## src/rtl/spi_accel_responder.sv

```systemverilog
`timescale 1ns/1ps
// ADXL345-style 3-wire SPI responder (mode 3) with a 64-byte register map.
// Define SPI_SNAPSHOT_EN to make multi-byte X/Y/Z reads coherent within a frame.
//
// state | meaning
// IDLE  | CS high, waiting for synced CS low
// CMD   | shifting in the command byte
// RDATA | driving read bytes on SCLK falls
// WDATA | shifting in write bytes on SCLK rises
module spi_accel_responder #(
    parameter logic [7:0] DEVID       = 8'hE5,
    parameter logic [7:0] BW_RATE_RST = 8'h0A
) (
    input  logic        clk_i,
    input  logic        rst_ni,
    input  logic        cs_ni,
    input  logic        sclk_i,
    input  logic        sdio_i,
    output logic        sdio_o,
    output logic        sdio_oe_o,
    input  logic [15:0] sample_x_i,
    input  logic [15:0] sample_y_i,
    input  logic [15:0] sample_z_i,
    input  logic        sample_valid_i,
    output logic        wr_stb_o,
    output logic [5:0]  wr_addr_o,
    output logic [7:0]  wr_data_o,
    output logic [7:0]  bw_rate_o,
    output logic [7:0]  power_ctl_o,
    output logic [7:0]  data_format_o
);
    typedef enum logic [1:0] {IDLE, CMD, RDATA, WDATA} state_t;

    state_t      state;
    logic [1:0]  cs_sync, sclk_sync, sdio_sync;
    logic        sclk_prev;
    logic        cs_s, sclk_s, sdio_s, sclk_rise, sclk_fall;
    logic [2:0]  bit_cnt;
    logic [7:0]  shift;
    logic [7:0]  shift_in;
    logic [5:0]  addr, addr_next, cmd_addr;
    logic        mb;
    logic [7:0]  regs [64];
    logic [7:0]  data_regs [6];
    logic [7:0]  data_view [6];
`ifdef SPI_SNAPSHOT_EN
    logic [7:0]  snap [6];
    logic        snap_active;
`endif

    assign cs_s      = cs_sync[1];
    assign sclk_s    = sclk_sync[1];
    assign sdio_s    = sdio_sync[1];
    assign sclk_rise = sclk_s & ~sclk_prev;
    assign sclk_fall = ~sclk_s & sclk_prev;
    assign shift_in  = {shift[6:0], sdio_s};
    assign cmd_addr  = shift_in[5:0];
    assign addr_next = mb ? addr + 6'd1 : addr;

    assign bw_rate_o     = regs[6'h2C];
    assign power_ctl_o   = regs[6'h2D];
    assign data_format_o = regs[6'h31];

    always_comb begin
        for (int i = 0; i < 6; i++) begin
`ifdef SPI_SNAPSHOT_EN
            data_view[i] = snap_active ? snap[i] : data_regs[i];
`else
            data_view[i] = data_regs[i];
`endif
        end
    end

    function automatic logic is_writable(input logic [5:0] a);
        return ((a >= 6'h1D) && (a <= 6'h2F) && (a != 6'h2B)) || (a == 6'h31) || (a == 6'h38);
    endfunction

    function automatic logic [7:0] read_mux(input logic [5:0] a);
        logic [2:0] di;
        di = 3'(a - 6'h32);
        if (a == 6'h00)
            return DEVID;
        else if ((a >= 6'h32) && (a <= 6'h37))
            return data_view[di];
        else if (is_writable(a))
            return regs[a];
        else
            return 8'h00;
    endfunction

    always_ff @(posedge clk_i or negedge rst_ni) begin
        if (!rst_ni) begin
            cs_sync   <= 2'b11;
            sclk_sync <= 2'b11;
            sdio_sync <= 2'b00;
            sclk_prev <= 1'b1;
        end else begin
            cs_sync   <= {cs_sync[0], cs_ni};
            sclk_sync <= {sclk_sync[0], sclk_i};
            sdio_sync <= {sdio_sync[0], sdio_i};
            sclk_prev <= sclk_s;
        end
    end

    always_ff @(posedge clk_i or negedge rst_ni) begin
        if (!rst_ni) begin
            state     <= IDLE;
            bit_cnt   <= 3'd0;
            shift     <= 8'h00;
            addr      <= 6'h00;
            mb        <= 1'b0;
            sdio_o    <= 1'b0;
            sdio_oe_o <= 1'b0;
            wr_stb_o  <= 1'b0;
            wr_addr_o <= 6'h00;
            wr_data_o <= 8'h00;
            for (int i = 0; i < 64; i++)
                regs[6'(i)] <= (i == 'h2C) ? BW_RATE_RST : 8'h00;
            for (int i = 0; i < 6; i++)
                data_regs[3'(i)] <= 8'h00;
`ifdef SPI_SNAPSHOT_EN
            for (int i = 0; i < 6; i++)
                snap[3'(i)] <= 8'h00;
            snap_active <= 1'b0;
`endif
        end else begin
            wr_stb_o <= 1'b0;
            if (sample_valid_i) begin
                data_regs[0] <= sample_x_i[7:0];
                data_regs[1] <= sample_x_i[15:8];
                data_regs[2] <= sample_y_i[7:0];
                data_regs[3] <= sample_y_i[15:8];
                data_regs[4] <= sample_z_i[7:0];
                data_regs[5] <= sample_z_i[15:8];
            end
            // CS deassertion wins over any SCLK edge, so partial bytes are dropped
            if (cs_s) begin
                state     <= IDLE;
                sdio_oe_o <= 1'b0;
`ifdef SPI_SNAPSHOT_EN
                snap_active <= 1'b0;
`endif
            end else begin
                case (state)
                    IDLE: begin
                        state   <= CMD;
                        bit_cnt <= 3'd0;
                    end
                    CMD: if (sclk_rise) begin
                        bit_cnt <= bit_cnt + 3'd1;
                        shift   <= shift_in;
                        if (bit_cnt == 3'd7) begin
                            mb   <= shift_in[6];
                            addr <= cmd_addr;
                            if (shift_in[7]) begin
                                state <= RDATA;
                                shift <= read_mux(cmd_addr);
`ifdef SPI_SNAPSHOT_EN
                                if ((cmd_addr >= 6'h32) && (cmd_addr <= 6'h37)) begin
                                    snap_active <= 1'b1;
                                    for (int i = 0; i < 6; i++)
                                        snap[3'(i)] <= data_regs[3'(i)];
                                end
`endif
                            end else begin
                                state <= WDATA;
                            end
                        end
                    end
                    RDATA: begin
                        if (sclk_fall) begin
                            sdio_oe_o <= 1'b1;
                            sdio_o    <= shift[7];
                            shift     <= {shift[6:0], 1'b0};
                        end else if (sclk_rise) begin
                            bit_cnt <= bit_cnt + 3'd1;
                            if (bit_cnt == 3'd7) begin
                                addr  <= addr_next;
                                shift <= read_mux(addr_next);
                            end
                        end
                    end
                    WDATA: if (sclk_rise) begin
                        bit_cnt <= bit_cnt + 3'd1;
                        shift   <= shift_in;
                        if (bit_cnt == 3'd7) begin
                            if (is_writable(addr)) begin
                                regs[addr] <= shift_in;
                                wr_stb_o   <= 1'b1;
                                wr_addr_o  <= addr;
                                wr_data_o  <= shift_in;
                            end
                            addr <= addr_next;
                        end
                    end
                    default: state <= IDLE;
                endcase
            end
        end
    end
endmodule
```

## config.mk

```make
export PLATFORM = sky130hd
export DESIGN_NAME = spi_accel_responder
export DESIGN_NICKNAME = d
export VERILOG_FILES = /design/src/rtl/spi_accel_responder.sv
export SDC_FILE = /design/constraint.sdc
export NUM_CORES = 1
export LEC_CHECK = 0
export BUFFER_PORTS_ARGS = -buffer_cell sky130_fd_sc_hd__buf_2
export CORE_ASPECT_RATIO = 0.7
export CORE_MARGIN = 2
export CORE_UTILIZATION = 30
export DETAILED_ROUTE_END_ITERATION = 16
export PLACE_DENSITY_LB_ADDON = 0.1
export SYNTH_ARGS = -nofsm -noshare
export SYNTH_HDL_FRONTEND = slang
export SYNTH_SLANG_ARGS = --single-unit
```

## constraint.sdc

```tcl
create_clock -name clk_i -period 4.3 [get_ports clk_i]
set_clock_uncertainty 0.05 [all_clocks]
set_input_delay 0.215 -clock clk_i [delete_from_list [all_inputs] [get_ports clk_i]]
set_output_delay 0.215 -clock clk_i [all_outputs]
set_load 0.01 [all_outputs]
```

# --- Yosys cells after proc, flatten, opt, wreduce, memory -nomap -nowiden ---
# Index checks and enable logic that the tools add are counted.
# W data, S select, Z words.
totals:
  register_bits: 604
  latchBits: 0
  ram_bits: 0
  romBits: 0
  in_bits: 54
  out_inout_bits: 41
  word_cells: 220
  mem_count: 0
classes:
  add_sub_neg: 4
  multipliers: 0
  div: 0
  n_lt_le_gt_ge: 16
  n_eq_ne: 21
  n_shift: 0
  n_mux: 52
  bitwise_logic: 10
  n_reduce_logical: 33
ops:
  columns: ["op", "count"]
  rows:
  - ["$bwmux W512", 1]
  - ["$mux W8", 22]
  - ["$bmux W8 S6", 2]
  - ["$bmux W8 S3", 2]
  - ["$demux W8 S6", 1]
  - ["$eq A6 B6 Y1 const B", 6]
  - ["$mux W6", 6]
  - ["$le A6 B6 Y1 const B", 5]
  - ["$pmux W8 S3", 1]
  - ["$ge A7 B7 Y1 const B", 3]
  - ["$not A6 Y7", 3]
  - ["$ge A6 B5 Y1 const B", 3]
  - ["$ne A6 B6 Y1 const B", 3]
  - ["$pmux W6 S3", 1]
  - ["$ge A6 B6 Y1 const B", 2]
  - ["$logic_not A6 Y1", 2]
  - ["$ne A3 B3 Y1 const B", 4]
  - ["$reduce_and A6 Y1", 2]
  - ["$reduce_and A5 Y1", 2]
  - ["$logic_and A1 B1 Y1", 9]
  - ["$mux W1", 9]
  - ["$pmux W3 S3", 1]
  - ["$ge A4 B4 Y1 const B", 2]
  - ["$ne A2 B2 Y1 const B", 4]
  - ["21 further kinds", 40]

# --- Longest topological paths before layout ---
depth:
  word_depth: 14
  mapped_depth: 14
  mapped_depth_nobuf: 10

# --- Worst setup path before layout ---
# No wires, ideal clock.
synth_path:
  path_type: "register to register"
  from: "reg addr[1]"
  to: "reg regs (netlist bit bw_rate_o[0]) (enable)"
  arrival_ns: 3.428
  t_required_ns: 3.867
  setup_slack_ns: 0.438
  path_stages_with_launch: 13
  path_buffers: 4
  period_less_slack_ns: 3.862
  path_cell_list: "dfrtp_1 clkbuf_1 clkbuf_1 inv_1 ha_1 nor2b_1 nor3_1 o21ai_0 a2111oi_0 buf_2 buf_2 nand4_1 nor3_1"
synth_between:
  elab_chain_cells: 6
  elab_cells_between_ends: 10
synth_lines:
  columns: ["item", "line", "rtl"]
  rows:
  - ["start, declared", "41", "logic [5:0] addr, addr_next, cmd_addr;"]
  - ["start signal, assigned", "154", "addr <= cmd_addr;"]
  - ["start signal, assigned", "178", "addr <= addr_next;"]
  - ["start signal, assigned", "193", "addr <= addr_next;"]
  - ["$ge A6 B5 Y1 or $le A6 B6 Y1 (tied branches)", "75", "return ((a >= 6'h1D) && (a <= 6'h2F) && (a != 6'h2B)) || (a == 6'h31) || (a == 6'h38);"]
  - ["$logic_and A1 B1 Y1 (2 in a row)", "75", null]
  - ["$logic_or A1 B1 Y1", "75", null]
  - ["$logic_or A1 B1 Y1 *", "75", null]
  - ["$reduce_and A6 Y1 (no line) *", null, null]
  - ["end signal, assigned by index", "118", "regs[6'(i)] <= (i == 'h2C) ? BW_RATE_RST : 8'h00;"]
  - ["end signal, assigned by index", "188", "regs[addr] <= shift_in;"]
  - ["end, declared", "43", "logic [7:0] regs [64];"]
# Mark *: on every way between the ends. The rest lies on a longest branch, timed or not.
# A chain may end at the register's enable or synchronous reset.

# --- Worst setup path after layout ---
layout_path:
  from: "reg addr[0]"
  to: "reg shift[2]"
layout_between:
  elab_chain_cells: 14
  elab_cells_between_ends: 31
layout_lines:
  columns: ["item", "line", "rtl"]
  rows:
  - ["$add A6 B1 Y6", "58", "assign addr_next = mb ? addr + 6'd1 : addr;"]
  - ["$mux W6 *", "58", null]
  - ["parallel branches: the longest is 7 deep, another holds $bmux W8 S6", null, null]
  - ["$mux W8 *", "81", "if (a == 6'h00)"]
  - ["$mux W8 *", "177", "if (bit_cnt == 3'd7) begin"]
  - ["$mux W8 *", "175", "end else if (sclk_rise) begin"]
  - ["$mux W8 *", "171", "if (sclk_fall) begin"]
  - ["$pmux W8 S3 *", "144", "case (state)"]
  - ["end signal, assigned", "151", "shift <= shift_in;"]
  - ["end signal, assigned", "174", "shift <= {shift[6:0], 1'b0};"]
  - ["end signal, assigned", "179", "shift <= read_mux(addr_next);"]
  - ["end, declared", "39", "logic [7:0] shift;"]
# Mark *: on every way between the ends. The select of a mux whose other input is x is not followed.

==> flow_summary.toml <==
[clocking]
clkTransAtPathRegs_ps = 60
clock_latency_ps = 660
root_buffer = "clkbuf_16"
cts_buffers = 61
h-tree-depth = 2
cts_tree = "built"
cts.sinks = 588
clk_path_buf_depth = 3

[synth]
syn_area_um2 = 27500
avgSynthCellArea_um2 = 14.1
yosysSeqAreaShare_pct = 58.6
ys_seq_elements = 588
ys_warn_count = 0
synth.distinct_cells = 73
synth_edf_count = 272
synth-main-ff-cell = "dfrtp_1"
async_reset_ff_share_pct = 53.7
synthTopCellsByArea = "edfxtp_1 30%, dfrtp_1 28%, mux4_2 18%"
yosysTopAreaCell = "edfxtp_1"
yosys.area.top_type_share_pct = 29.7
syn_inst = 1943

[setup_path]
criticalPathCategory = "flip-flop to flip-flop"
r2r_slack_ps = 350
critPathLaunchType = "flip-flop"
required_ps = 4840
cp-end-kind = "flip-flop"
worstPathMaxFanout = 14
worst_ep_arrival_time_ps = 4490

[sta]
rsz0062_at_grt = "no"
maxSlewHeadroom_pct = 31.9
setup_viol = 0
hold_slack_ps = 35.5
period_share_pct = 91.8
slew_violations = 0
tns_ps = 0
max_freq_mhz = 253
hold_viol_final = 0
fin_crit_ps = 3950
tightest_slew_ps = 1010

[die]
die_h_um = 257
ioPinCount = 95
start_util_pct = 30.4
dieArea_um2 = 94000
core_area_um2 = 90400
placementRows = 92
fp.dieW_um = 366

[global_routing]
grt_pass1_vias = 17000
antenna_found_initial = 5
grt_pass1_wl_um = 126000
globalRouteTotalUtil_pct = 18.5
grt_overflow = 0
grt_max_degree = 117

[placed_design]
dp_cells = 3083
hpwl_um = 58100
gp_congestion = 0.841
io_buffers = 94

[layout]
finalNetCount = 2038
fillers = 8727
n_antenna_cell = 0
drive_gt1_share_pct = 32.3
layout.cells.non_filler = 3248
multi_input_comb_area_um2 = 10100
area_growth_pct = 16.2
regArea_um2 = 16100

[pwr]
ir_drop_mv = 0.317
leakage_nw = 12.2
p_per_area_nw_per_um2 = 426
total_power_w = 0.0136

[routing]
drt_iter0_drc = 1684
ant_nets = 0
viasPerCell = 5.17
vias = 16800
postRouteWirelength_um = 87300
firstDrtPassIters = 6
drc = 0
wl_per_cell_um = 26.9

[outcome]
status = "finished, final reports clean"

[worst_hold_path]
hold_class = "primary input to async pin"

[flow_run]
maxCapViolCount = 0
## registers in the layout, indices dropped and copies added (netlist names)
name,count
sdio_sync,2
mb,1
sdio_oe_o,1
wr_stb_o,1
power_ctl_o,8
sdio_o,1
shift,8
regs,472
sclk_prev,1
sclk_sync,2
data_regs,48
state,2
wr_addr_o,6
bit_cnt,3
addr,6
cs_sync,2
data_format_o,8
bw_rate_o,8
wr_data_o,8
## layout make-up
class	instances	area share (%)
clock buffers	86	5.69
clock inverters	27	0.694
inverters	19	0.224
multi-input cells	1036	31.6
flip-flops and latches	588	50.5
well taps	1222	4.79
repair buffers	270	6.53
## cells in the final DEF (no fill, tap or decap), drive strengths merged, types with 5 or more instances in the layout
cell and count:
a2111oi 6, a21oi 51, a221oi 6, a22oi 8
a31oi 19, and2 5, and3 9, buf 218
clkbuf 86, clkinv 20, clkinvlp 5, conb 64
dfrtp 311, dfstp 5, dlygate4sd3 52, edfxtp 272
ha 8, inv 19, mux2 83, mux2i 27
mux4 222, nand2 156, nand2b 8, nand3 43
nand4 6, nor2 61, nor2b 16, nor3 43
nor4 7, o211ai 9, o21ai 39, o22a 5
o22ai 54, o311ai 6, or3 8, xnor2 7
## layer usage
metal	global-route usage (%)	up-vias	wire, um
met1	30.0	8895	44100
met5	0	-	0
met3	2.89	91	5550
met2	26.0	589	36400
li1	-	7222	-
met4	3.37	0	1270
## kinds of logic (layout without fill, tap and decap cells)
logic type	after synthesis	in the layout	synth area share, %
AO/OA/AOI/OAI	242	242	5.73
XOR/XNOR	11	11	0.351
adder cells (fa/ha/maj)	8	8	0.364
buffers and inverters	382	402	5.95
flip-flops	588	588	58.6
multiplexers	332	332	22.6
other	1	64	0.0137
AND/OR/NAND/NOR	379	379	6.44
## per-stage QoR
step	instance area [um^2]	setup WS (ps)	util, %
finish	31900	352	35.3
global route	31900	188	35.3
CTS	31900	48.1	35.3
detailed placement	29300	64.8	32.5
global placement	29300	118	32.5
floorplan	27700	438	-
## worst paths after layout
kind | startpoint | cells past startpoint | to
setup / recovery | addr[0] | 11 | shift[2]
max in group asynchronous | rst_ni | 3 | regs[402]
setup reg to reg | addr[0] | 11 | shift[2]
hold reg to reg | sdio_sync[0] | 0 | sdio_sync[1]
min in group clk_i | cs_ni | 2 | cs_sync[0]
hold / removal | rst_ni | 2 | data_regs[30]
## power breakdown
| group | leakage, nW | internal [W] | switching (W) |
|---|---|---|---|
| sequential | 6.77 | 0.00620 | 0.000206 |
| combinational | 4.47 | 0.000696 | 0.00105 |
| clock | 1.00 | 0.00306 | 0.00237 |
## timing repair
item                                    4_1_cts  5_1_grt
setup buffers                                 0        0
resized for setup                             0        1
endpoints found under the setup margin        0        1
hold buffers                                 52        0
endpoints found under the hold margin       180        0
## synth_stat cells, drive strengths merged (8+ instances only)
library cell / instances
ha: 8
nand2b: 8
mux2i: 27
nor2b: 16
o211ai: 9
clkbuf: 271
a31oi: 19
mux4: 222
edfxtp: 272
nor3: 43
inv: 16
or3: 8
a21oi: 51
nor2: 61
nand2: 156
and3: 9
a22oi: 8
dfrtp: 311
o21ai: 39
nand3: 43
o22ai: 54
mux2: 83
buf: 92
## critical path, stage by stage, from the launching register on
cell and delay (ps):
dfrtp_1 520, ha_1 410, and2_1 310, or3_1 170
and3_2 560, buf_4 360, buf_4 190, o22ai_1 70
nor3_1 580, o32ai_2 320, o21ai_1 210, o21a_1 120
(Power assumes the default switching activity.)
